File: src/rtl/tlc_phase_scheduler_if.sv
// Host configuration bus for the phase scheduler: one write strobe, a register select and the data.
interface tlc_phase_scheduler_if #(
    parameter int CNT_W = 5
);
    logic             cfg_we;
    logic [1:0]       cfg_sel;
    logic [CNT_W-1:0] cfg_data;

    modport master (output cfg_we, output cfg_sel, output cfg_data);
    modport slave  (input  cfg_we, input  cfg_sel, input  cfg_data);
endinterface

File: src/rtl/tlc_phase_scheduler.sv
// Two-road lamp phase sequencer with programmable durations, pedestrian early termination and
// emergency preemption through an all-red clearance. States: IDLE HG HY HL VG VY VL ALLRED EMG_H EMG_V.
module tlc_phase_scheduler #(
    parameter int CNT_W      = 5,
    parameter int GREEN_DEF  = 30,
    parameter int YELLOW_DEF = 5,
    parameter int LEFT_DEF   = 10,
    parameter int MING_DEF   = 8,
    parameter int CLEAR_TIME = 2
) (
    input  logic                  clk,
    input  logic                  reset,
    tlc_phase_scheduler_if.slave  cfg,
    input  logic                  ped_req_h,
    input  logic                  ped_req_v,
    input  logic                  emg_req,
    input  logic                  emg_dir,
    output logic                  Horizontal_Green,
    output logic                  Horizontal_Yellow,
    output logic                  Horizontal_Left,
    output logic                  Horizontal_Red,
    output logic                  Vertical_Green,
    output logic                  Vertical_Yellow,
    output logic                  Vertical_Left,
    output logic                  Vertical_Red,
    output logic                  walk_h,
    output logic                  walk_v,
    output logic [3:0]            state_o
);

    typedef enum logic [3:0] {
        S_IDLE   = 4'd0,
        S_HG     = 4'd1,
        S_HY     = 4'd2,
        S_HL     = 4'd3,
        S_VG     = 4'd4,
        S_VY     = 4'd5,
        S_VL     = 4'd6,
        S_ALLRED = 4'd7,
        S_EMG_H  = 4'd8,
        S_EMG_V  = 4'd9
    } state_t;

    state_t           state;
    state_t           nxt;
    logic [CNT_W-1:0] count;
    logic [CNT_W-1:0] act_dur;
    logic [CNT_W-1:0] act_ming;
    logic [CNT_W-1:0] green_dur;
    logic [CNT_W-1:0] yellow_dur;
    logic [CNT_W-1:0] left_dur;
    logic [CNT_W-1:0] ming_dur;
    logic [CNT_W-1:0] entry_dur;
    logic             ped_pend_h;
    logic             ped_pend_v;
    logic             from_v;
    logic             expired;
    logic             freeze;
    logic             entering;

    assign expired  = (count == act_dur);
    assign entering = (nxt != state);

    always_comb begin
        nxt    = state;
        freeze = 1'b0;
        case (state)
            S_IDLE: nxt = S_HG;
            S_HG: begin
                if (emg_req && emg_dir)
                    nxt = S_HY;
                else if (emg_req)
                    freeze = 1'b1;
                else if (expired || (ped_pend_v && (count >= act_ming)))
                    nxt = S_HY;
            end
            S_HY: if (expired) nxt = emg_req ? S_ALLRED : S_HL;
            // Own-direction emergency lets the left turn finish, then clears through yellow.
            S_HL: begin
                if (emg_req && emg_dir)
                    nxt = S_HY;
                else if (expired)
                    nxt = emg_req ? S_HY : S_VG;
            end
            S_VG: begin
                if (emg_req && !emg_dir)
                    nxt = S_VY;
                else if (emg_req)
                    freeze = 1'b1;
                else if (expired || (ped_pend_h && (count >= act_ming)))
                    nxt = S_VY;
            end
            S_VY: if (expired) nxt = emg_req ? S_ALLRED : S_VL;
            S_VL: begin
                if (emg_req && !emg_dir)
                    nxt = S_VY;
                else if (expired)
                    nxt = emg_req ? S_VY : S_HG;
            end
            S_ALLRED: begin
                if (expired) begin
                    if (emg_req)
                        nxt = emg_dir ? S_EMG_V : S_EMG_H;
                    else
                        nxt = from_v ? S_HG : S_VG;
                end
            end
            S_EMG_H: begin
                if (!emg_req || emg_dir)
                    nxt = S_HY;
                else
                    freeze = 1'b1;
            end
            S_EMG_V: begin
                if (!emg_req || !emg_dir)
                    nxt = S_VY;
                else
                    freeze = 1'b1;
            end
            default: nxt = S_HG;
        endcase
    end

    always_comb begin
        entry_dur = '0;
        case (nxt)
            S_HG, S_VG: entry_dur = green_dur;
            S_HY, S_VY: entry_dur = yellow_dur;
            S_HL, S_VL: entry_dur = left_dur;
            S_ALLRED:   entry_dur = CNT_W'(CLEAR_TIME);
            default:    entry_dur = '0;
        endcase
    end

    always_ff @(posedge clk) begin
        if (reset) begin
            state      <= S_IDLE;
            count      <= '0;
            act_dur    <= '0;
            act_ming   <= '0;
            green_dur  <= CNT_W'(GREEN_DEF);
            yellow_dur <= CNT_W'(YELLOW_DEF);
            left_dur   <= CNT_W'(LEFT_DEF);
            ming_dur   <= CNT_W'(MING_DEF);
            ped_pend_h <= 1'b0;
            ped_pend_v <= 1'b0;
            from_v     <= 1'b0;
            walk_h     <= 1'b0;
            walk_v     <= 1'b0;
        end else begin
            state <= nxt;
            // Durations latch on entry so a mid-phase write only shapes later phases.
            if (entering) begin
                count    <= '0;
                act_dur  <= entry_dur;
                act_ming <= ming_dur;
            end else if (!freeze && (count != {CNT_W{1'b1}})) begin
                count <= count + 1'b1;
            end

            if (nxt == S_ALLRED && state != S_ALLRED)
                from_v <= (state == S_VY);

            walk_h <= (nxt == S_HG) && ((state != S_HG) ? ped_pend_h : walk_h);
            walk_v <= (nxt == S_VG) && ((state != S_VG) ? ped_pend_v : walk_v);

            // A request arriving on the entry edge survives for the next green.
            ped_pend_h <= (((nxt == S_HG) && (state != S_HG)) ? 1'b0 : ped_pend_h) | ped_req_h;
            ped_pend_v <= (((nxt == S_VG) && (state != S_VG)) ? 1'b0 : ped_pend_v) | ped_req_v;

            if (cfg.cfg_we) begin
                case (cfg.cfg_sel)
                    2'd0: green_dur  <= cfg.cfg_data;
                    2'd1: yellow_dur <= cfg.cfg_data;
                    2'd2: left_dur   <= cfg.cfg_data;
                    default: ming_dur <= cfg.cfg_data;
                endcase
            end
        end
    end

    always_comb begin
        Horizontal_Green  = 1'b0;
        Horizontal_Yellow = 1'b0;
        Horizontal_Left   = 1'b0;
        Horizontal_Red    = 1'b0;
        Vertical_Green    = 1'b0;
        Vertical_Yellow   = 1'b0;
        Vertical_Left     = 1'b0;
        Vertical_Red      = 1'b0;
        case (state)
            S_HG, S_EMG_H: begin Horizontal_Green  = 1'b1; Vertical_Red   = 1'b1; end
            S_HY:          begin Horizontal_Yellow = 1'b1; Vertical_Red   = 1'b1; end
            S_HL:          begin Horizontal_Left   = 1'b1; Vertical_Red   = 1'b1; end
            S_VG, S_EMG_V: begin Vertical_Green    = 1'b1; Horizontal_Red = 1'b1; end
            S_VY:          begin Vertical_Yellow   = 1'b1; Horizontal_Red = 1'b1; end
            S_VL:          begin Vertical_Left     = 1'b1; Horizontal_Red = 1'b1; end
            S_ALLRED:      begin Horizontal_Red    = 1'b1; Vertical_Red   = 1'b1; end
            default: ;
        endcase
    end

    assign state_o = state;

endmodule

File: src/flat_wrapper.sv
// flat-port wrapper written by rule: the top's interface ports become plain ports
module tlc_phase_scheduler_flat 
#(
    parameter int CNT_W      = 5,
    parameter int GREEN_DEF  = 30,
    parameter int YELLOW_DEF = 5,
    parameter int LEFT_DEF   = 10,
    parameter int MING_DEF   = 8,
    parameter int CLEAR_TIME = 2
)
  (clk, reset, ped_req_h, ped_req_v, emg_req, emg_dir, Horizontal_Green, Horizontal_Yellow, Horizontal_Left, Horizontal_Red, Vertical_Green, Vertical_Yellow, Vertical_Left, Vertical_Red, walk_h, walk_v, state_o, cfg_cfg_we, cfg_cfg_sel, cfg_cfg_data);
  tlc_phase_scheduler_if #(.CNT_W(CNT_W)) cfg_i ();
  input  logic clk;
  input  logic reset;
  input  logic ped_req_h;
  input  logic ped_req_v;
  input  logic emg_req;
  input  logic emg_dir;
  output logic Horizontal_Green;
  output logic Horizontal_Yellow;
  output logic Horizontal_Left;
  output logic Horizontal_Red;
  output logic Vertical_Green;
  output logic Vertical_Yellow;
  output logic Vertical_Left;
  output logic Vertical_Red;
  output logic walk_h;
  output logic walk_v;
  output logic [3:0] state_o;
  input wire logic [$bits(cfg_i.cfg_we)-1:0] cfg_cfg_we;
  input wire logic [$bits(cfg_i.cfg_sel)-1:0] cfg_cfg_sel;
  input wire logic [$bits(cfg_i.cfg_data)-1:0] cfg_cfg_data;
  assign cfg_i.cfg_we = cfg_cfg_we;
  assign cfg_i.cfg_sel = cfg_cfg_sel;
  assign cfg_i.cfg_data = cfg_cfg_data;
  tlc_phase_scheduler #(.CNT_W(CNT_W), .GREEN_DEF(GREEN_DEF), .YELLOW_DEF(YELLOW_DEF), .LEFT_DEF(LEFT_DEF), .MING_DEF(MING_DEF), .CLEAR_TIME(CLEAR_TIME)) u_core (.clk(clk), .reset(reset), .cfg(cfg_i), .ped_req_h(ped_req_h), .ped_req_v(ped_req_v), .emg_req(emg_req), .emg_dir(emg_dir), .Horizontal_Green(Horizontal_Green), .Horizontal_Yellow(Horizontal_Yellow), .Horizontal_Left(Horizontal_Left), .Horizontal_Red(Horizontal_Red), .Vertical_Green(Vertical_Green), .Vertical_Yellow(Vertical_Yellow), .Vertical_Left(Vertical_Left), .Vertical_Red(Vertical_Red), .walk_h(walk_h), .walk_v(walk_v), .state_o(state_o));
endmodule
File: config.mk
export PLATFORM = sky130hd
export DESIGN_NAME = tlc_phase_scheduler_flat
export DESIGN_NICKNAME = d
export VERILOG_FILES = /design/src/rtl/tlc_phase_scheduler_if.sv /design/src/rtl/tlc_phase_scheduler.sv /design/src/flat_wrapper.sv
export SDC_FILE = /design/constraint.sdc
export NUM_CORES = 1
export LEC_CHECK = 0
export ABC_CLOCK_PERIOD_IN_PS = 7650
export CAP_MARGIN = 20
export CORE_UTILIZATION = 60
export DETAILED_ROUTE_END_ITERATION = 6
export MAX_ROUTING_LAYER = met4
export PLACE_DENSITY = 0.83
export SLEW_MARGIN = 20
export SYNTH_ARGS = -nofsm -noshare
export SYNTH_HDL_FRONTEND = slang
export SYNTH_SLANG_ARGS = --single-unit
File: constraint.sdc
create_clock -name clk -period 7.65 [get_ports clk]
set_input_delay 0.765 -clock clk [delete_from_list [all_inputs] [get_ports clk]]
set_output_delay 0.765 -clock clk [all_outputs]
set_load 0.03 [all_outputs]
==> impl_results.md <==
* R2R Setup Slk at approximately 4.4 ns
* Final critical-path setup slack at about 4 ns
* Skew-Pair Late Insertion Delay at slightly below 0.3 ns
* Worst Min Path Start: u_core.left_dur[3]
* Final-stage net count at ~330
* Fraction of layout instances using a drive strength above 1 at approximately 8.6%
* Required time of the worst setup path at roughly 8 ns
* Sink count of the clock tree at between 40 and 50
* Worst r2r path cells at 11
* Synthesized area per cell at roughly 8.6 sq um
* Post-detail-place hpwl at 3.91 mm
* Skew final at between 0.0015 and 0.002 ns
* Maximum number of pins on one net before global-route repair at 38
* Count of antenna diodes in the layout at 0
* Ys Warns at 0
* Tightest slew margin relative to the limit at between 30% and 40%
* GRT Resource Usage Total at 27.6%
* Vias in the first global route at about 2k
* Number of filler cells placed in the layout at around 330
* Most common library cell in the layout ignoring fill and taps: dfxtp_1
* Nature of the critical path startpoint: primary input
* Global-route wire length before repair at 9.04 mm
* Initial cell density of the core at between 60% and 70%
* Nets in the synthesized netlist at roughly 310
* Placed Cells at around 360
* Detailed-router iteration count before antenna repair at 4
* Largest driver fanout on the critical path at 14
* WL per Instance at 14.9 um
* Max Cap Viol at 0
* R2r endpoint: u_core.count[4]
* Final worst path period share at between 40% and 50%
* Total via count in the routed design at 2157
* Sequential share of the synthesized area at a little over a third
* Total power density per cell area at ~350 nW/um^2
* Post-synth top flop: dfxtp_1
* Unrepaired setup endpoints after global routing: false
* IR Drop Worst-Case VDD at between 0.2 and 0.25 mV
* Final standard cell count with taps included and fillers excluded at about 360
* Critical path arrival at between 3 and 4 ns
* Source of the worst register-to-register timing path: u_core.count[0]
* Antenna-violating nets left at 0
* Total negative slack at 0 ns
* Final routed wirelength across all metal layers at around 5.4 mm
* Avg Vias per Cell at 5.93
* Remaining design rule violation count at 0
* Highest achievable clock rate at 0.283 GHz
* Number of setup buffers added after CTS at 0
* Number of top-level pins at 28
* Total count of hold-check failures in the final report at 0
* Vert. Die Dim at approximately 67 um
* Shortest clock period the worst path allows after layout at roughly 3.5 ns
* Hold path depth at 1
* Area of the multi-input gates at 1480 sq um
* Final Total Pwr at approximately 0.001 W
* Reported leakage power at ~1.1 nW
* Number of CTS-inserted buffers at 5
* Hold slack at 0.463 ns
* CTS H-tree lvls at 2
* Number of max-slew violations in the final report at 0
* Pin slew with the least headroom to its limit at approximately 1 ns
* Clk buf depth at 2
* Sink of the worst hold path: u_core.left_dur[3]
* Clock Tree Root: clkbuf_8
* Row count at 23
* Number of cells upsized or downsized after cts at 0
* GP Congestion at 0.959
* Yosys reg bits at between 40 and 50
* Die area at between 4000 and 5000 sq um
* TritonCTS clock tree: done
* Min-Delay Path Class: reg -> reg
* Core ar. at between 4000 and 5000 sq um
* Result of the run: finished, final reports clean
* Port-buffer cells at 27
* Category of the most critical setup path: in -> reg
* Count of flip-flops with a built-in enable after synthesis at 0
* Most frequent cells in the layout: dfxtp_1 (44), nor2_1 (42), clkdlybuf4s50_1 (27)
* Pre-CTS WS at between 3 and 4 ns
* CTS clk-pin slew, worst paths at about 0.080 ns
* Count of different cell masters after synthesis at between 50 and 60
* Remaining global-route overflow at 0
* Number of instances in the synthesized netlist at about 290
* 1st-iter DRT viols at about 190
* Area growth, synth to finish at 13.7%
* Number of buffers added to fix hold violations after cts at 0
* Total of endpoints with negative setup slack in the final report at 0
* Netlist area before placement at around 2500 sq um
* Capturing element type of the critical path: register
* Initial antenna violation count at 0
* Width of the die at ~67 um
* Fraction of registers with async set/reset at 0%
* Storage cell area at between 800 and 900 sq um
==> per-stage QoR <==
| step | area [sq um] | util, % |
|---|---|---|
| 2_1_floorplan | 2500 | - |
| 3_3_place_gp | 2760 | 68.9 |
| 3_5_place_dp | 2760 | 68.9 |
| 4_1_cts | 2840 | 71.1 |
| 5_1_grt | 2840 | 71.1 |
| 6_report | 2840 | 71.1 |
==> Yosys cell counts (2+ instances only) <==
cell	number	area [sq um]
a21oi_1	11	55.1
a22oi_1	5	37.5
xor2_1	3	26.3
nor2b_1	6	37.5
buf_4	2	15.0
nand2_1	18	67.6
ha_1	7	87.6
mux2i_1	12	120
o31ai_1	3	22.5
a31oi_1	4	25.0
a211oi_1	3	22.5
a21o_1	5	37.5
nand3_1	5	25.0
nor2_2	6	37.5
inv_1	15	56.3
mux2_2	5	56.3
nand2b_1	5	31.3
nand4_1	4	25.0
xnor2_1	8	70.1
nor4_1	2	12.5
o2bb2ai_1	5	43.8
and3_1	2	12.5
and2_1	2	12.5
a311o_1	2	20.0
o21a_1	3	22.5
a21oi_2	2	17.5
dfxtp_1	44	881
a211o_1	10	87.6
buf_6	3	33.8
nor2_1	42	158
nor3_1	7	35.0
nand3b_1	3	22.5
clkbuf_1	8	30.0
o21ai_0	5	25.0
nor3b_1	2	15.0
or3_1	2	12.5
==> worst max path at each step <==
stage | start | end | slack, ns | depth (start not counted)
after floorplan | emg_req | u_core.count[1] | 4.91 | 10
after global placement | emg_req | u_core.act_dur[4] | 3.89 | 10
after detailed placement | emg_req | u_core.act_dur[2] | 3.83 | 10
after CTS | emg_req | u_core.act_dur[2] | 4.13 | 10
after global routing | emg_req | u_core.act_dur[0] | 3.91 | 10
final | emg_req | u_core.act_dur[2] | 4.12 | 10
==> layout make-up <==
cell class,count,area share (%)
Clock buffer,7,2.68
Tap cell,50,2.20
Sequential cell,44,31.0
Timing Repair Buffer,28,9.77
Multi-Input combinational cell,219,52.1
Inverter,15,1.98
Clock inverter,1,0.308
==> kinds of logic after synthesis <==
family	after synthesis	synth area share (%)
compound gates	71	21.8
fa+ha+maj	7	3.50
buf+inv	29	5.60
simple gates	113	23.0
xor+xnor	11	3.85
mux	17	7.05
flops	44	35.2
==> critical path: stages <==
cell and delay, ns:
clkdlybuf4s50_1 0.65, and2_1 0.33, a21o_1 0.17, o31a_1 0.23, a311o_1 0.30, or3_4 0.38, nor2_2 0.16, a2111o_1 0.40
nand3b_2 0.20, o2bb2ai_1 0.18
==> sequential cells by signal, indices dropped and copies added, names as in the netlist <==
name and count:
u_core.count 5, u_core.state_o 4, u_core.walk_h 1, u_core.ped_pend_h 1
u_core.left_dur 5, u_core.green_dur 5, u_core.ming_dur 5, u_core.act_ming 5
u_core.walk_v 1, u_core.from_v 1, u_core.ped_pend_v 1, u_core.act_dur 5
u_core.yellow_dur 5
==> power by group <==
part / switching (W) / internal (W)
clock network: 0.0000767 / 0.0000652
logic: 0.000316 / 0.000240
registers: 0.0000499 / 0.000260
==> metal layers <==
layer  global-route usage [%]  wire (um)  vias to the layer above
li1                         -          -                     1093
met3                     4.79        252                        9
met4                     9.84         93                        0
met1                     36.8       2580                      990
met2                     41.8       2490                       65
met5                        -          0                        -
Note: power is estimated with default switching activity, not from simulation.
